## src/rtl/speed_cmd_pkg.sv

```systemverilog
// Shared command-word constants and controller state encoding for the speed-switch path.
package speed_cmd_pkg;

    localparam logic [15:0] CMD_FAST = 16'hC891;
    localparam logic [15:0] CMD_SLOW = 16'hC894;
    localparam logic [15:0] CMD_IDLE = 16'h0000;

    typedef enum logic [1:0] {
        IDLE  = 2'd0,
        DRIVE = 2'd1,
        CHECK = 2'd2
    } state_t;

    function automatic logic [15:0] cmd_code(input logic fast);
        return fast ? CMD_FAST : CMD_SLOW;
    endfunction

endpackage

```

## src/rtl/speed_cmd_issuer.sv

```systemverilog
// Issues a fast/slow speed command word for HOLD_CYC cycles, then waits for matching speed_fb.
// Optional build macro SPEED_CMD_RETRY_EN re-issues the command on confirmation timeout.
module speed_cmd_issuer
    import speed_cmd_pkg::*;
#(
    parameter int unsigned HOLD_CYC    = 4,
    parameter int unsigned ACK_TIMEOUT = 240,
    parameter int unsigned MAX_RETRY   = 3
) (
    input  logic        clk_24m,
    input  logic        rstn,
    input  logic        req_valid,
    output logic        req_ready,
    input  logic        req_fast,
    input  logic        speed_fb,
    output logic [15:0] cmd,
    output logic        busy,
    output logic        done,
    output logic        err
);

    localparam int unsigned CNT_MAX = (HOLD_CYC > ACK_TIMEOUT) ? HOLD_CYC : ACK_TIMEOUT;
    localparam int unsigned CNT_W   = $clog2(CNT_MAX) + 1;

    if (HOLD_CYC < 1 || ACK_TIMEOUT < 1 || MAX_RETRY > 255) begin : g_param_chk
        $error("speed_cmd_issuer: parameter out of range");
    end

    state_t            state_q, state_d;
    logic [CNT_W-1:0]  cnt_q, cnt_d;
    logic              fast_q, fast_d;
    logic [15:0]       cmd_d;
    logic              ready_d, busy_d, done_d, err_d;

`ifdef SPEED_CMD_RETRY_EN
    localparam int unsigned RTY_W = $clog2(MAX_RETRY) + 1;
    logic [RTY_W-1:0]  retry_q, retry_d;
`endif

    // Next state and next registered outputs; one counter times both hold and ack windows.
    always_comb begin
        state_d = state_q;
        cnt_d   = cnt_q;
        fast_d  = fast_q;
        cmd_d   = CMD_IDLE;
        ready_d = 1'b0;
        busy_d  = 1'b1;
        done_d  = 1'b0;
        err_d   = 1'b0;
`ifdef SPEED_CMD_RETRY_EN
        retry_d = retry_q;
`endif
        case (state_q)
            IDLE: begin
                if (req_valid && req_ready) begin
                    fast_d  = req_fast;
                    cnt_d   = CNT_W'(HOLD_CYC - 1);
                    cmd_d   = cmd_code(req_fast);
                    state_d = DRIVE;
`ifdef SPEED_CMD_RETRY_EN
                    retry_d = '0;
`endif
                end else begin
                    ready_d = 1'b1;
                    busy_d  = 1'b0;
                end
            end
            DRIVE: begin
                if (cnt_q == '0) begin
                    cnt_d   = CNT_W'(ACK_TIMEOUT - 1);
                    state_d = CHECK;
                end else begin
                    cnt_d = cnt_q - CNT_W'(1);
                    cmd_d = cmd_code(fast_q);
                end
            end
            CHECK: begin
                if (speed_fb == fast_q) begin
                    done_d  = 1'b1;
                    state_d = IDLE;
                end else if (cnt_q == '0) begin
`ifdef SPEED_CMD_RETRY_EN
                    if (retry_q < RTY_W'(MAX_RETRY)) begin
                        retry_d = retry_q + RTY_W'(1);
                        cnt_d   = CNT_W'(HOLD_CYC - 1);
                        cmd_d   = cmd_code(fast_q);
                        state_d = DRIVE;
                    end else begin
                        done_d  = 1'b1;
                        err_d   = 1'b1;
                        state_d = IDLE;
                    end
`else
                    done_d  = 1'b1;
                    err_d   = 1'b1;
                    state_d = IDLE;
`endif
                end else begin
                    cnt_d = cnt_q - CNT_W'(1);
                end
            end
            default: begin
                state_d = IDLE;
                busy_d  = 1'b0;
            end
        endcase
    end

    always_ff @(posedge clk_24m or negedge rstn) begin
        if (!rstn) begin
            state_q   <= IDLE;
            cnt_q     <= '0;
            fast_q    <= 1'b0;
            cmd       <= CMD_IDLE;
            req_ready <= 1'b1;
            busy      <= 1'b0;
            done      <= 1'b0;
            err       <= 1'b0;
        end else begin
            state_q   <= state_d;
            cnt_q     <= cnt_d;
            fast_q    <= fast_d;
            cmd       <= cmd_d;
            req_ready <= ready_d;
            busy      <= busy_d;
            done      <= done_d;
            err       <= err_d;
        end
    end

`ifdef SPEED_CMD_RETRY_EN
    always_ff @(posedge clk_24m or negedge rstn) begin
        if (!rstn) begin
            retry_q <= '0;
        end else begin
            retry_q <= retry_d;
        end
    end
`endif

endmodule

```

## config.mk

```make
export PLATFORM = sky130hd
export DESIGN_NAME = speed_cmd_issuer
export DESIGN_NICKNAME = d
export VERILOG_FILES = /design/src/rtl/speed_cmd_pkg.sv /design/src/rtl/speed_cmd_issuer.sv
export SDC_FILE = /design/constraint.sdc
export NUM_CORES = 1
export LEC_CHECK = 0
export CAP_MARGIN = 20
export CORE_UTILIZATION = 55
export CTS_BUF_LIST = sky130_fd_sc_hd__clkbuf_16
export DETAILED_ROUTE_END_ITERATION = 10
export DONT_BUFFER_PORTS = 1
export PLACE_DENSITY_LB_ADDON = 0.15
export SYNTH_ARGS = -nofsm -noshare
export SYNTH_HDL_FRONTEND = slang
export SYNTH_SLANG_ARGS = --single-unit
```

## constraint.sdc

```tcl
create_clock -name clk_24m -period 2.7 [get_ports clk_24m]
set_input_delay 0.54 -clock clk_24m [delete_from_list [all_inputs] [get_ports clk_24m]]
set_output_delay 0.54 -clock clk_24m [all_outputs]
set_load 0.02 [all_outputs]
```

==> metrics.md <==
| Metric | Value |
|---|---|
| Input/output buffers | 0 |
| Final hold violation count | 0 |
| RSZ-0062 raised after global routing | no |
| Syn Area/Cell | 9.658 sq um |
| Fmax | 471.5 MHz |
| Max-cap check violation count | 0 |
| Post-Synthesis Cells | 121 |
| Placed cell count | 142 |
| First-pass GRT wire length | 3.519 mm |
| Ys Warns | 0 |
| Seq/Total Area, Yosys | 0.4079 |
| Worst setup margin | 0.5792 ns |
| Unique masters post-synth | 39 |
| Busiest grt layer | met2 |
| Finished Core Util | 0.6174 |
| Crit path capture type | register |
| Post-cts sizing count | 0 |
| Clock root buffer | clkbuf_16 |
| CTS Sinks | 19 |
| Commonest cells in the netlist | dfrtp_1 (18), buf_4 (13), nand2_1 (10) |
| Status | finished clean |
| Detailed-route wire length per cell | 15.16 microns |
| Maximum clock path buffer count | 2 |
| HPWL Detailed | 1.618 mm |
| VDD IR-drop max | 0.7337 mV |
| CP Launch Type | register |
| Final-layout fill cell count | 162 |
| Initial DRC count | 24 |
| CP Buf/Inv Count | 1 |
| Mapped Area | 0.001169 sq mm |
| Die area | 0.002313 sq mm |
| Power Dens Cells | 1454 mW/mm^2 |
| Vias | 862 |
| CTS tree | done |
| Tmin final | 2.121 ns |
| Yosys reg bits | 19 |
| Vias in the first global route | 789 |
| Crit path DAT | 2.24 ns |
| Slew @ Worst Pin | 0.8753 ns |
| Largest net degree at the start of global routing | 19 |
| Final period utilization | 0.7855 |
| Highest-delay cell along the critical path | nor4b_2 |
| Met1 Resource Use GR | 0.2742 |
| GRT overflow | 0 |
| Tot GR Track Use | 0.2172 |
| Routed WL | 2.228 mm |
| Slew Limit Fails | 0 |
| Slew headroom | 0.4168 |
| CORE AREA | 0.001982 sq mm |
| Met2 GRT Util | 0.3838 |
| Setup violators final | 0 |
| Place WS | 0.6161 ns |
| M3 GR Usage | 0.02593 |
| Hold WC Path Type | primary input to asynchronous set/reset pin |
| Worst Skew | 0.002266 ns |
| Most frequent cell after synthesis | dfrtp_1 |
| Critical path type | register to register |
| Hold_buf cts | 1 |
| Drc violations | 0 |
| Final nets | 132 |
| Total setup buffers inserted after CTS | 0 |
| Post-synth EDFFs | 0 |
| Worst EP required | 2.82 ns |
| Syn-to-layout area delta | 4.711% |
| Die H | 48.10 microns |
| Static Leak | 0.5659 nW |
| Ys async rst share | 1.000 |
| Final ANT Viol Nets | 0 |
| Number of non-filler instances in the completed layout | 147 |
| Synth area leaders | dfrtp_1 (39%), buf_4 (8.4%), ha_1 (6.4%), o21ai_0 (3.4%), nand2_1 (3.2%) |
| Worst Path Max Fanout | 6 |
| Yosys top cell area share | 0.3854 |
| Worst-skew pair later-pin latency | 0.24 ns |
| Row cnt | 16 |
| Vias per inst | 5.864 |
| Ports | 25 |
| Top cell family by delay on the critical path | simple AND/OR/NAND/NOR gates |
| Drt first pass iters | 5 |
| Initial Util | 0.5896 |
| Share of post-route cells with drive strength above 1 | 0.1333 |
| Initial antenna violation count | 0 |
| Die W | 48.10 microns |
| Synth area leader | dfrtp_1 |
| CP max stage delay | 0.43 ns |
| CP Cell Sequence | inv_1 -> ha_1 -> nor4b_2 -> nand2_1 -> a21oi_2 -> a2bb2oi_1 -> o41ai_2 |
| Setup_tns | 0 ns |
| Top FF cell, synth | dfrtp_1 |
| Antenna cells | 0 |
| H-tree level count | 1 |
| Placer Congestion | 0.8530 |
| CTS Buf Count | 3 |
| Reg clk slew, reported paths | 0.05 ns |
## kinds of logic (layout without fill, tap and decap cells)
logic type               after synthesis  after routing  share of synthesized area
buffers and inverters                 22             13                     0.1124
other                                  1              9                   0.003209
AND/OR/NAND/NOR                       33             33                     0.1510
multiplexers                           1              1                   0.009635
adder cells (fa/ha/maj)                6              6                    0.06424
flip-flops                            19             19                     0.4079
XOR/XNOR                               1              1                    0.01392
AO/OA/AOI/OAI                         38             38                     0.2377
## state kept, by name, indices dropped and copies added, names as in the netlist
name       count
fast_q         1
busy           1
cnt_q          9
state_q        2
err            1
cmd            3
req_ready      1
done           1
## worst reg2reg max path: stages (launching register included)
cell,delay [ns]
dfrtp_1,0.39
inv_1,0.11
ha_1,0.15
nor4b_2,0.43
nand2_1,0.29
a21oi_2,0.29
a2bb2oi_1,0.23
o41ai_2,0.09
## power by group
group / total, W / switching [W] / internal, W
clock: 0.000292 / 0.0000960 / 0.000196
sequential: 0.000603 / 0.000198 / 0.000405
combinational: 0.000883 / 0.000538 / 0.000345
total: 0.00178 / 0.000832 / 0.000947
## through the flow
step | total power, W | hold slack (ns) | cell area [sq um]
after global routing | 0.001921 | 0.1237 | 1224
after global placement | 0.001445 | 0.2447 | 1135
after CTS | 0.001776 | 0.1318 | 1224
after floorplan | 0.001315 | 0.2444 | 1199
final | 0.001779 | 0.1336 | 1224
after detailed placement | 0.001468 | 0.2448 | 1135
## cell usage in the layout, fill, tap and decap left out, types with 2 or more instances in the layout
cell type,n
conb_1,9
dfrtp_1,18
o21ai_0,8
nor2_1,9
o22ai_1,2
nand3b_1,2
nor3_1,2
o22a_1,2
nand3_1,3
o21ai_1,3
clkbuf_16,3
a21oi_1,7
inv_1,8
nand2_1,10
o211ai_1,2
ha_1,6
a31oi_1,3
## layer usage
layer	vias up	wire, microns
li1	403	-
met1	420	996
met2	37	1118
met3	2	102
met4	0	11
met5	-	0
## area by class of cell
type                    count  area, sq um  area share
well taps                  27        33.78     0.02761
repair buffers              2        17.52     0.01431
multi-input cells          88        590.6      0.4826
inverters                   7        26.28     0.02147
flip-flops and latches     19        476.7      0.3896
clock inverters             1        3.754    0.003067
clock buffers               3        75.07     0.06135
## worst paths after layout
path	from	to	slack, ns	cells past startpoint
max	cnt_q[0]$_DFFE_PN0P_	cnt_q[8]$_DFFE_PN0P_	0.58	7
min	rstn	req_ready$_DFF_PN1_	0.13	0
max reg2reg	cnt_q[0]$_DFFE_PN0P_	cnt_q[8]$_DFFE_PN0P_	0.58	7
min reg2reg	cnt_q[8]$_DFFE_PN0P_	cnt_q[8]$_DFFE_PN0P_	0.56	1
max in group asynchronous	rstn	err$_DFF_PN0_	1.37	1
min in group clk_24m	req_fast	cmd[2]$_DFF_PN0_	0.41	1
Note: power is estimated with default switching activity, not from simulation.
